## src/rtl/trig_pulse_tx.sv

```systemverilog
// Trigger transmitter: per-channel fire/dead-time pulse shapers plus a fixed-phase calibration train.
// Optional TRIG_TX_RETRIGGER_EN: trig_in during FIRE reloads the high-time counter.
module trig_pulse_tx #(
  parameter int unsigned NCH     = 16,
  parameter int unsigned CAL_WIN = 216
) (
  input  logic           clk_adc,
  input  logic           rst,
  input  logic [NCH-1:0] trig_in,
  input  logic [7:0]     firingticks,
  input  logic [7:0]     deadticks,
  input  logic           cal_start,
  input  logic [1:0]     cal_phase,
  input  logic [NCH-1:0] cal_mask,
  output logic [NCH-1:0] coax_out,
  output logic [NCH-1:0] busy,
  output logic           cal_active,
  output logic           cal_done
);

  localparam int unsigned WinW = (CAL_WIN > 1) ? $clog2(CAL_WIN) : 1;

  typedef enum logic [1:0] {StIdle, StFire, StDead} ch_state_e;

  ch_state_e      state_q [NCH];
  ch_state_e      state_d [NCH];
  logic [7:0]     cnt_q   [NCH];
  logic [7:0]     cnt_d   [NCH];
  logic [NCH-1:0] coax_q, coax_d;
  logic [1:0]     phase_q, phase_d;
  logic           cal_active_q, cal_active_d;
  logic           cal_done_q, cal_done_d;
  logic [WinW-1:0] win_q, win_d;
  logic [1:0]     cal_phase_q, cal_phase_d;
  logic [NCH-1:0] cal_mask_q, cal_mask_d;
  logic           cal_accept;
  logic [NCH-1:0] force_idle;
  logic [7:0]     fire_len;

  assign fire_len = (firingticks == 8'd0) ? 8'd1 : firingticks;
  assign phase_d  = phase_q + 2'd1;

  always_comb begin
    cal_accept   = cal_start && !cal_active_q;
    cal_active_d = cal_active_q;
    cal_done_d   = 1'b0;
    win_d        = win_q;
    cal_phase_d  = cal_phase_q;
    cal_mask_d   = cal_mask_q;
    if (cal_accept) begin
      cal_active_d = 1'b1;
      win_d        = '0;
      cal_phase_d  = cal_phase;
      cal_mask_d   = cal_mask;
    end else if (cal_active_q) begin
      if (win_q == WinW'(CAL_WIN - 1)) begin
        cal_active_d = 1'b0;
        cal_done_d   = 1'b1;
      end else begin
        win_d = win_q + WinW'(1);
      end
    end
    // Held through the window's last cycle so masked triggers resume only after cal_done.
    force_idle = (cal_active_q ? cal_mask_q : '0) | (cal_accept ? cal_mask : '0);
  end

  always_comb begin
    coax_d = '0;
    for (int i = 0; i < NCH; i++) begin
      state_d[i] = state_q[i];
      cnt_d[i]   = cnt_q[i];
      if (force_idle[i]) begin
        state_d[i] = StIdle;
        cnt_d[i]   = 8'd0;
      end else begin
        unique case (state_q[i])
          StIdle: begin
            if (trig_in[i]) begin
              state_d[i] = StFire;
              cnt_d[i]   = fire_len;
            end
          end
          StFire: begin
`ifdef TRIG_TX_RETRIGGER_EN
            if (trig_in[i]) begin
              cnt_d[i] = fire_len;
            end else if (cnt_q[i] == 8'd1) begin
              state_d[i] = (deadticks != 8'd0) ? StDead : StIdle;
              cnt_d[i]   = deadticks;
            end else begin
              cnt_d[i] = cnt_q[i] - 8'd1;
            end
`else
            if (cnt_q[i] == 8'd1) begin
              state_d[i] = (deadticks != 8'd0) ? StDead : StIdle;
              cnt_d[i]   = deadticks;
            end else begin
              cnt_d[i] = cnt_q[i] - 8'd1;
            end
`endif
          end
          StDead: begin
            if (cnt_q[i] == 8'd1) begin
              state_d[i] = StIdle;
              cnt_d[i]   = 8'd0;
            end else begin
              cnt_d[i] = cnt_q[i] - 8'd1;
            end
          end
          default: begin
            state_d[i] = StIdle;
            cnt_d[i]   = 8'd0;
          end
        endcase
      end
      coax_d[i] = (cal_active_d && cal_mask_d[i]) ? (phase_d == cal_phase_d)
                                                   : (state_d[i] == StFire);
    end
  end

  always_ff @(posedge clk_adc) begin
    if (rst) begin
      for (int i = 0; i < NCH; i++) begin
        state_q[i] <= StIdle;
        cnt_q[i]   <= 8'd0;
      end
      coax_q       <= '0;
      phase_q      <= 2'd0;
      cal_active_q <= 1'b0;
      cal_done_q   <= 1'b0;
      win_q        <= '0;
      cal_phase_q  <= 2'd0;
      cal_mask_q   <= '0;
    end else begin
      for (int i = 0; i < NCH; i++) begin
        state_q[i] <= state_d[i];
        cnt_q[i]   <= cnt_d[i];
      end
      coax_q       <= coax_d;
      phase_q      <= phase_d;
      cal_active_q <= cal_active_d;
      cal_done_q   <= cal_done_d;
      win_q        <= win_d;
      cal_phase_q  <= cal_phase_d;
      cal_mask_q   <= cal_mask_d;
    end
  end

  always_comb begin
    busy = '0;
    for (int i = 0; i < NCH; i++) begin
      busy[i] = (state_q[i] != StIdle);
    end
  end

  assign coax_out   = coax_q;
  assign cal_active = cal_active_q;
  assign cal_done   = cal_done_q;

endmodule
```

## config.mk

```make
export PLATFORM = sky130hd
export DESIGN_NAME = trig_pulse_tx
export DESIGN_NICKNAME = d
export VERILOG_FILES = /design/src/rtl/trig_pulse_tx.sv
export SDC_FILE = /design/constraint.sdc
export NUM_CORES = 1
export LEC_CHECK = 0
export BUFFER_PORTS_ARGS = -buffer_cell sky130_fd_sc_hd__buf_2
export CORE_AREA = 2 2 204 206
export CTS_CLUSTER_DIAMETER = 80
export DETAILED_ROUTE_END_ITERATION = 8
export DIE_AREA = 0 0 206 208
export PLACE_DENSITY = 0.53
export SYNTH_ARGS = -nofsm -noshare
export SYNTH_HDL_FRONTEND = slang
export SYNTH_SLANG_ARGS = --single-unit
```

## constraint.sdc

```tcl
create_clock -name clk_adc -period 3.1 [get_ports clk_adc]
set_input_delay 0.155 -clock clk_adc [delete_from_list [all_inputs] [get_ports clk_adc]]
set_output_delay 0.155 -clock clk_adc [all_outputs]
set_load 0.01 [all_outputs]
```

==> results.json, run 1 <==
{
  "status": "finished clean",
  "period_minus_slack_ps": 2380,
  "synth_area_leaders": "dfxtp_1, a21oi_1, nand2_1, nor2_1, o21ai_0",
  "final_common_cell": "dfxtp_1",
  "fin_skew_ps": 26.1,
  "netlist.area_leader.share_pct": 29.2,
  "cts_buffer_depth": 3,
  "p_leak_nw": 6.20,
  "ys_ff_latch": 206,
  "hold_violations": 0,
  "grt_pass1_wl_um": 79200,
  "area_growth_pct": 12.9,
  "cp_top_family": "simple AND/OR/NAND/NOR gates",
  "maxSlewHeadroom_pct": 34.7,
  "port_buffers": 86,
  "cts_setup_buffers": 0,
  "nets": 2019,
  "setup_viol": 0,
  "fp.dieH_um": 208,
  "drive_gt1_share_pct": 10.5,
  "finalNonFillerCells": 2479,
  "required_ps": 3540,
  "wl_um": 50900,
  "fin_util_pct": 39.4,
  "hold_class": "input port to flip-flop",
  "drtIter0Drc": 1096,
  "grt_overflow": 0,
  "hpwl_um": 34300,
  "firstDrtPassIters": 5,
  "antenna_found_initial": 2,
  "die_area_um2": 42800,
  "cp_max_fo": 14,
  "worstSetupStartpointType": "flip-flop",
  "wire_per_inst_um": 20.5,
  "via_per_inst": 5.95,
  "dieWidth_um": 206,
  "synth_edf_count": 0,
  "gp_congestion": 0.917,
  "report.final.slew_viol_count": 0,
  "drv_cap": 0,
  "design.core.area_um2": 40600,
  "final_antenna_net_count": 0,
  "cp.arrival_ps": 2820,
  "yosysUniqueCellTypes": 83,
  "start_util_pct": 34.9,
  "rsz0062_at_grt": "false",
  "cts_inserted_buffers": 26,
  "htreeDepth": 1,
  "yosysSeqAreaShare_pct": 29.2,
  "place_inst": 2419,
  "slowest_delay_ps": 670,
  "p_per_area_nw_per_um2": 559,
  "synthArstFlopShare_pct": 0,
  "yosys_warnings": 0,
  "crit_type": "flip-flop to flip-flop",
  "grt_util_all_layers_pct": 23.2,
  "fmax_ghz": 0.420,
  "clock_sinks": 206,
  "pin_count": 87,
  "clk_transition_reported_paths_ps": 60,
  "path_buf_inv": 0,
  "vias": 14800,
  "rows": 74,
  "fin_crit_sh_pct": 76.9,
  "synth_area_leader_cell": "dfxtp_1",
  "crit_chain": "or4_4 > nor4b_4 > nand2_1 > a221o_1 > a221oi_2",
  "worst_skew_pair.late_latency_ps": 540,
  "cts_tree": "built",
  "final_cell_mix": "dfxtp_1, nand2_1, nor2_1",
  "grt_pass1_vias": 13800,
  "end_kind": "flip-flop",
  "netlist_instances": 1891,
  "ir_drop_v": 0.000406,
  "critical-path-slowest-cell": "nor4b_4",
  "syn-num-nets": 1977,
  "synth_area_per_cell_um2": 7.48,
  "ys_dominant_reg_cell": "dfxtp_1",
  "clockRootBuffer": "clkbuf_16",
  "synth.cell_area_um2": 14100,
  "drc_errors": 0,
  "setup_tns_ps": 0,
  "grt_max_degree": 37,
  "worstMarginPinSlew_ps": 955
}
## logic make-up (layout without fill, tap and decap cells)
kind of cell | Yosys count | in the layout | synth area share [%]
compound gates | 590 | 590 | 28.2
other cells | 0 | 1 | 0
fa+ha+maj | 33 | 33 | 2.92
xor+xnor | 54 | 54 | 3.34
flops | 206 | 206 | 29.2
mux | 41 | 41 | 2.94
buf+inv | 215 | 270 | 5.95
simple gates | 752 | 752 | 27.4
## per-layer routing
layer | GRT usage, % | vias up | part of all wire (%)
li1 | - | 7090 | -
met1 | 31.4 | 6983 | 44
met2 | 35.7 | 559 | 44
met3 | 4.40 | 123 | 7.0
met4 | 9.88 | 2 | 4.6
met5 | 0 | - | 0.014
## metrics by stage
| step | hold slack [ps] | total power (W) | setup WS, ps | instance area, µm² |
|---|---|---|---|---|
| final | 22.9 | 0.00893 | 717 | 16000 |
| after global routing | 55.5 | 0.00946 | 464 | 16000 |
| after CTS | 8.84 | 0.00897 | 712 | 16000 |
| after detailed placement | 459 | 0.00607 | 711 | 15000 |
| after global placement | 455 | 0.00605 | 712 | 15000 |
| after floorplan | 310 | 0.00532 | 888 | 14100 |
## worst reg2reg max path, delay by kind of cell (launching register included)
family           cells  cell delay [ps]
AO/OA/AOI/OAI        2              550
AND/OR/NAND/NOR      3             1370
flip-flops           1              380
## registers in the layout (all words and copies together) (netlist names)
register / count
cal_mask_q: 16
cal_done: 1
win_q: 8
cal_phase_q: 2
cnt_q: 128
state_q: 32
coax_out: 16
phase_q: 2
cal_active: 1
## power by group
part           internal [W]  leakage, nW  switching, W
clock               0.00166        0.381       0.00118
combinational       0.00114         4.12       0.00162
sequential          0.00293         1.70      0.000402
total               0.00573         6.20       0.00320
## final cells by class
type                       count  area (µm²)
clock buffer                  38         757
clock inverter                 3        15.0
fill                        4209       24600
sequential                   206        4120
multi-input combinational   1470        9180
inverter                      90         338
antenna                        1        2.50
timing repair buffer         139         886
tap                          532         666
## repair_timing
action	in CTS	in global routing
endpoints found under the hold margin	19	0
resized for setup	0	0
hold buffers	18	0
## worst paths after layout
kind,end,cells after the start,start,slack (ps)
worst max-delay path,cnt_q[1][5],5,cnt_q[1][2],720
worst max register to register,cnt_q[1][5],5,cnt_q[1][2],720
worst min-delay path,state_q[0][6],3,trig_in[3],20
worst min register to register,cnt_q[1][52],2,cnt_q[1][52],490
## Yosys cell counts, types with 26 or more instances
master and count:
dfxtp_1 206, nand2_1 170, nor2_1 167, a21oi_1 165, clkbuf_1 109, o21ai_0 90, inv_1 89, nor3_1 81
nand3_1 52, nor2b_1 50, nand4_1 43, mux2i_1 37, a31oi_1 36, ha_1 33, or3_1 32, o22ai_1 29
xnor2_1 29, nand2b_1 26
No activity file was read; power rests on OpenSTA's default activity.
==> run 2: changes to the inputs <==
--- a/config.mk
+++ b/config.mk
@@ -5,12 +5,13 @@
 export SDC_FILE = /design/constraint.sdc
 export NUM_CORES = 1
 export LEC_CHECK = 0
+export ABC_AREA = 1
 export BUFFER_PORTS_ARGS = -buffer_cell sky130_fd_sc_hd__buf_2
 export CORE_AREA = 2 2 204 206
 export CTS_CLUSTER_DIAMETER = 80
 export DETAILED_ROUTE_END_ITERATION = 8
 export DIE_AREA = 0 0 206 208
-export PLACE_DENSITY = 0.53
+export PLACE_DENSITY = 0.52
 export SYNTH_ARGS = -nofsm -noshare
 export SYNTH_HDL_FRONTEND = slang
 export SYNTH_SLANG_ARGS = --single-unit
==> constraint.sdc (replaced) <==
create_clock -name clk_adc -period 2.2 [get_ports clk_adc]
set_input_delay 0.11 -clock clk_adc [delete_from_list [all_inputs] [get_ports clk_adc]]
set_output_delay 0.11 -clock clk_adc [all_outputs]
set_load 0.01 [all_outputs]
==> run 2 against run 1 <==
Compared with the run above:
- non-clock buffer count is 26 higher
- power up 43%
- register-to-register slack got worse by 610 ps
- critical path depth increased by 5
- combinational power grew 36%
- design area up 4.0%
- routed wire length shrank 3.4%
- sequential power increased by 31%
- final cell count is 27% higher
- count of clock-buffer cells in the layout rose by 4
- clock power increased by 64%
- hold slack better by 1.5 ps
- critical path type unchanged
- largest power group is now clock
==> results.json, run 2 <==
{
  "period_minus_slack_ps": 2090,
  "pin_count": 87,
  "synth_area_leaders": "dfxtp_1, nand2_1, inv_1, nand3_1, a21oi_1",
  "drv_cap": 0,
  "setup_viol": 0,
  "final_cell_mix": "nand2_1, inv_1, nor2_1",
  "netlist.area_leader.share_pct": 29.4,
  "firstDrtPassIters": 5,
  "cp.arrival_ps": 2540,
  "r2r-end": "state_q[0][22]",
  "antenna_found_initial": 1,
  "wire_per_inst_um": 15.6,
  "via_per_inst": 4.93,
  "grt_max_degree": 33,
  "clockRootBuffer": "clkbuf_16",
  "hold_class": "input port to flip-flop",
  "wl_um": 49100,
  "min_delay_path_depth": 5,
  "syn-num-nets": 2516,
  "p_per_area_nw_per_um2": 769,
  "fin_skew_ps": 13.8,
  "rsz0062_at_grt": "false",
  "yosysMostFrequentCell": "nand2_1",
  "hold_end": "cnt_q[1][63]",
  "setup_tns_ps": 0,
  "grt_pass1_wl_um": 77900,
  "crit_type": "flip-flop to flip-flop",
  "grt_pass1_vias": 14600,
  "drive_gt1_share_pct": 10.7,
  "fp.dieH_um": 208,
  "grt_overflow": 0,
  "rr_worst_depth": 10,
  "p_leak_nw": 8.17,
  "top_register": "cnt_q",
  "rr_startpoint": "cal_active",
  "yosysSeqAreaShare_pct": 29.4,
  "yosysUniqueCellTypes": 37,
  "drtIter0Drc": 991,
  "synthArstFlopShare_pct": 0,
  "stdcell_area_um2": 16600,
  "rows": 74,
  "r2r_setup_slack_ps": 110,
  "finalPower_w": 0.0128,
  "end_kind": "flip-flop",
  "fmax_ghz": 0.479,
  "status": "finished clean",
  "cts_buffer_depth": 3,
  "final_antenna_net_count": 0,
  "clock_sinks": 206,
  "grt_util_all_layers_pct": 22.9,
  "largest_register_ffs": 128,
  "cts_inserted_buffers": 28,
  "cts_tree": "built",
  "worstSetupStartpointType": "flip-flop",
  "fin_crit_sh_pct": 95.0,
  "synth_edf_count": 0,
  "drc_errors": 0,
  "synthTopCellsByCount": "nand2_1, inv_1, nor2_1",
  "min_from": "trig_in[15]",
  "cts_setup_buffers": 0,
  "ir_drop_v": 0.000604,
  "hpwl_um": 34200,
  "start_util_pct": 34.6,
  "worstMarginPinSlew_ps": 705,
  "dieWidth_um": 206,
  "synth.cell_area_um2": 14000,
  "maxSlewHeadroom_pct": 52.9,
  "ys_dominant_reg_cell": "dfxtp_1",
  "area_growth_pct": 18.2,
  "nets": 2671,
  "port_buffers": 86,
  "ys_ff_latch": 206,
  "htreeDepth": 1,
  "vias": 15500,
  "yosys_warnings": 0,
  "design.core.area_um2": 40600,
  "netlist_instances": 2430,
  "worst_skew_pair.late_latency_ps": 570,
  "report.final.slew_viol_count": 0,
  "fin_util_pct": 40.9,
  "required_ps": 2650,
  "die_area_um2": 42800,
  "final_common_cell": "nand2_1",
  "place_area_um2": 15300,
  "synth_area_per_cell_um2": 5.78,
  "clk_transition_reported_paths_ps": 60,
  "gp_congestion": 0.899,
  "top_regs": "cnt_q (128), state_q (32)",
  "hold_violations": 0,
  "cp_max_fo": 18,
  "synth_area_leader_cell": "dfxtp_1"
}
[run 2: cell types whose count changed after synthesis, moves of 26 or more]
cell | previous run | this run
a31oi_1 | 36 | 2
clkbuf_1 | 109 | 24
inv_1 | 89 | 353
mux2i_1 | 37 | 0
nand2_1 | 170 | 900
nand2b_1 | 26 | 0
nand3_1 | 52 | 182
nor2_1 | 167 | 214
nor2_2 | 1 | 41
nor2b_1 | 50 | 0
nor3_1 | 81 | 5
o21ai_0 | 90 | 142
or3_1 | 32 | 0
[run 2: worst max-delay path by stage]
stage / start / to / slack (ps) / cells past startpoint
3_5_place_dp: win_q[0] / coax_out[1] / 360 / 10
4_1_cts: cal_active / state_q[0][22] / 80 / 10
3_3_place_gp: win_q[0] / coax_out[2] / 420 / 11
2_1_floorplan: win_q[0] / coax_out[0] / 660 / 11
6_report: cal_active / state_q[0][22] / 110 / 10
5_1_grt: cal_active / state_q[0][22] / 0.6 / 10
[run 2: through the flow]
stage               std cells  worst slack (ps)  hold slack, ps
floorplan                2430               663             262
global placement         3052               422             408
detailed placement       3052               362             412
CTS                      3139              77.3            3.14
global route             3140             0.645            46.2
finish                   3140               111            24.4
[run 2: kinds of logic (layout without fill, tap and decap cells)]
group | Yosys count | in the layout | synth area share, %
other | 0 | 1 | 0
and+or+nand+nor | 1408 | 1408 | 41.9
adders and majority gates | 33 | 33 | 2.94
DFF | 206 | 206 | 29.4
AOI/OAI and AO/OA | 349 | 349 | 12.9
xor gates and xnor gates | 25 | 25 | 1.56
buffers and inverters | 409 | 586 | 11.3
[run 2: area by class of cell]
| type | count | area, µm² |
|---|---|---|
| Clock buffer | 42 | 835 |
| Timing Repair Buffer | 165 | 1150 |
| Inverter | 369 | 1390 |
| Sequential cell | 206 | 4120 |
| Multi-Input combinational cell | 1815 | 8330 |
| Fill cell | 4485 | 23900 |
| Antenna cell | 1 | 2.50 |
| Clock inverter | 10 | 106 |
| Tap cell | 532 | 666 |
[run 2: per-layer routing]
metal	share of wire (%)	global-route usage [%]	wire, µm
met5	0	0	0
met2	44	36.8	21500
met4	3.2	7.09	1580
met1	46	31.5	22800
met3	6.6	3.34	3240
[run 2: worst max-delay path, stage by stage, from the launching register on]
cell and delay (ps):
dfxtp_1 370, inv_6 200, nand2_8 100, inv_2 200
buf_4 210, nand2_1 70, o21ai_0 70, inv_1 80
nand2_1 90, dlygate4sd3_1 550, nor2_1 40
[run 2: report_power, final]
part,switching (W),leakage (nW),internal (W)
clock network,0.00183,0.465,0.00284
registers,0.000297,1.69,0.00406
logic,0.00245,6.02,0.00129
[run 2: what timing repair did]
action	in CTS	in global routing
endpoints found under the setup margin	0	1
hold buffers	35	0
endpoints found under the hold margin	105	0
resized for setup	0	1
==> run 3: changes to the inputs <==
--- a/config.mk
+++ b/config.mk
@@ -8,6 +8,7 @@
 export ABC_AREA = 1
 export BUFFER_PORTS_ARGS = -buffer_cell sky130_fd_sc_hd__buf_2
 export CORE_AREA = 2 2 204 206
+export CTS_BUF_LIST = sky130_fd_sc_hd__clkbuf_16
 export CTS_CLUSTER_DIAMETER = 80
 export DETAILED_ROUTE_END_ITERATION = 8
 export DIE_AREA = 0 0 206 208
==> run 3 against run 2 <==
Compared with the run above:
- die area did not move
- via count fell by 0.16%
- largest power group unchanged
- final cell count unchanged
- largest cell class unchanged
- setup slack lost 2.5 ps
- register-to-register slack hardly changed
- critical path type unchanged
- routed wire length about the same
==> results.json, run 3 (synthesis gave the netlist of run 2 again) <==
{
  "fp.dieH_um": 208,
  "maxSlewHeadroom_pct": 52.5,
  "seqPwrFrac_pct": 34.8,
  "combPwrFrac_pct": 29.9,
  "switching_power_w": 0.00458,
  "pin_count": 87,
  "nets": 2671,
  "p_leak_nw": 8.17,
  "final_antenna_net_count": 0,
  "worstMarginPinSlew_ps": 711,
  "grt_overflow": 0,
  "setup_tns_ps": 0,
  "report.final.slew_viol_count": 0,
  "cts_inserted_buffers": 28,
  "start_util_pct": 34.6,
  "top_regs": "cnt_q (128), state_q (32)",
  "clkPwrFrac_pct": 35.3,
  "antenna_found_initial": 1,
  "largest_register_ffs": 128,
  "final_common_cell": "nand2_1",
  "r2r_setup_slack_ps": 110,
  "required_ps": 2650,
  "htreeDepth": 1,
  "rsz0062_at_grt": "false",
  "fin_skew_ps": 14.3,
  "swShare_pct": 36.6,
  "setup_viol": 0,
  "worst_skew_pair.late_latency_ps": 570,
  "fin_hold_ws_ps": 20.4,
  "drive_gt1_share_pct": 10.4,
  "cts_tree": "built",
  "hold_class": "input port to flip-flop",
  "cp.arrival_ps": 2540,
  "gp_congestion": 0.899,
  "fin_crit_sh_pct": 95.1,
  "place_area_um2": 15300,
  "end_kind": "flip-flop",
  "p_per_area_nw_per_um2": 757,
  "clockRootBuffer": "clkbuf_16",
  "dieWidth_um": 206,
  "rows": 74,
  "drc_errors": 0,
  "grt_pass1_wl_um": 77900,
  "port_buffers": 86,
  "drtIter0Drc": 1004,
  "grt_pass1_vias": 14500,
  "period_minus_slack_ps": 2090,
  "firstDrtPassIters": 7,
  "status": "finished clean",
  "area_growth_pct": 17.8,
  "clock_sinks": 206,
  "fmax_ghz": 0.478,
  "wire_per_inst_um": 15.7,
  "final_cell_mix": "nand2_1, inv_1, nor2_1",
  "worstSetupStartpointType": "flip-flop",
  "grt_util_all_layers_pct": 22.9,
  "stdcell_area_um2": 16500,
  "hold_violations": 0,
  "clk_transition_reported_paths_ps": 60,
  "grt_max_degree": 33,
  "design.core.area_um2": 40600,
  "die_area_um2": 42800,
  "drv_cap": 0,
  "nFillCells": 4494,
  "cts_setup_buffers": 0,
  "cp_max_fo": 18,
  "hpwl_um": 34200,
  "crit_type": "flip-flop to flip-flop",
  "wl_um": 49100,
  "p_int_w": 0.00794,
  "ir_drop_v": 0.000602,
  "cts_buffer_depth": 3,
  "via_per_inst": 4.92,
  "top_register": "cnt_q",
  "vias": 15500
}
## run 3: area by class of cell
| class | count | area [µm²] | area share, % |
|---|---|---|---|
| clock buffers | 29 | 726 | 4.39 |
| inverters | 369 | 1390 | 8.40 |
| diodes | 1 | 2.50 | 0.0151 |
| repair buffers | 165 | 1150 | 6.94 |
| clock inverters | 23 | 155 | 0.938 |
| flip-flops and latches | 206 | 4120 | 24.9 |
| well taps | 532 | 666 | 4.02 |
| multi-input cells | 1815 | 8330 | 50.4 |
## run 3: what timing repair did
item / in CTS / in global routing
endpoints found under the setup margin: 0 / 1
hold buffers: 35 / 0
resized for setup: 0 / 1
endpoints found under the hold margin: 103 / 0
## run 3: path summary, 6_finish.rpt
check,start,end,cells past startpoint
max,cal_active,state_q[0][22],10
min,trig_in[15],cnt_q[1][63],5
max reg2reg,cal_active,state_q[0][22],10
min reg2reg,cnt_q[0][25],cnt_q[0][25],2
## run 3: worst max-delay path, cell delays in order (launching register included)
cell	delay, ps
dfxtp_1	370
inv_6	200
nand2_8	100
inv_2	200
buf_4	210
nand2_1	70
o21ai_0	70
inv_1	80
nand2_1	90
dlygate4sd3_1	550
nor2_1	40
## run 3: metrics by stage
stage	setup slack, ps	instances	util (%)	power (W)
after detailed placement	362	3052	37.8	0.00809
after global routing	0.941	3140	40.8	0.0134
after global placement	422	3052	37.8	0.00805
after CTS	78.2	3139	40.8	0.0126
after floorplan	663	2430	-	0.00704
final	108	3140	40.8	0.0125
## run 3: power by group through the flow
stage | clock (W) | combinational, W | sequential, W
after floorplan | 0 | 0.00268 | 0.00437
after global placement | 0 | 0.00363 | 0.00443
after detailed placement | 0 | 0.00366 | 0.00443
after CTS | 0.00453 | 0.00374 | 0.00435
after global routing | 0.00468 | 0.00429 | 0.00440
final | 0.00442 | 0.00375 | 0.00436
## run 3: per-layer routing
metal / part of all wire, % / global-route usage, % / routed length [µm]
met1: 47 / 31.5 / 22900
met2: 44 / 36.7 / 21600
met3: 6.3 / 3.34 / 3100
met4: 3.2 / 7.09 / 1580
met5: 0 / 0 / 0
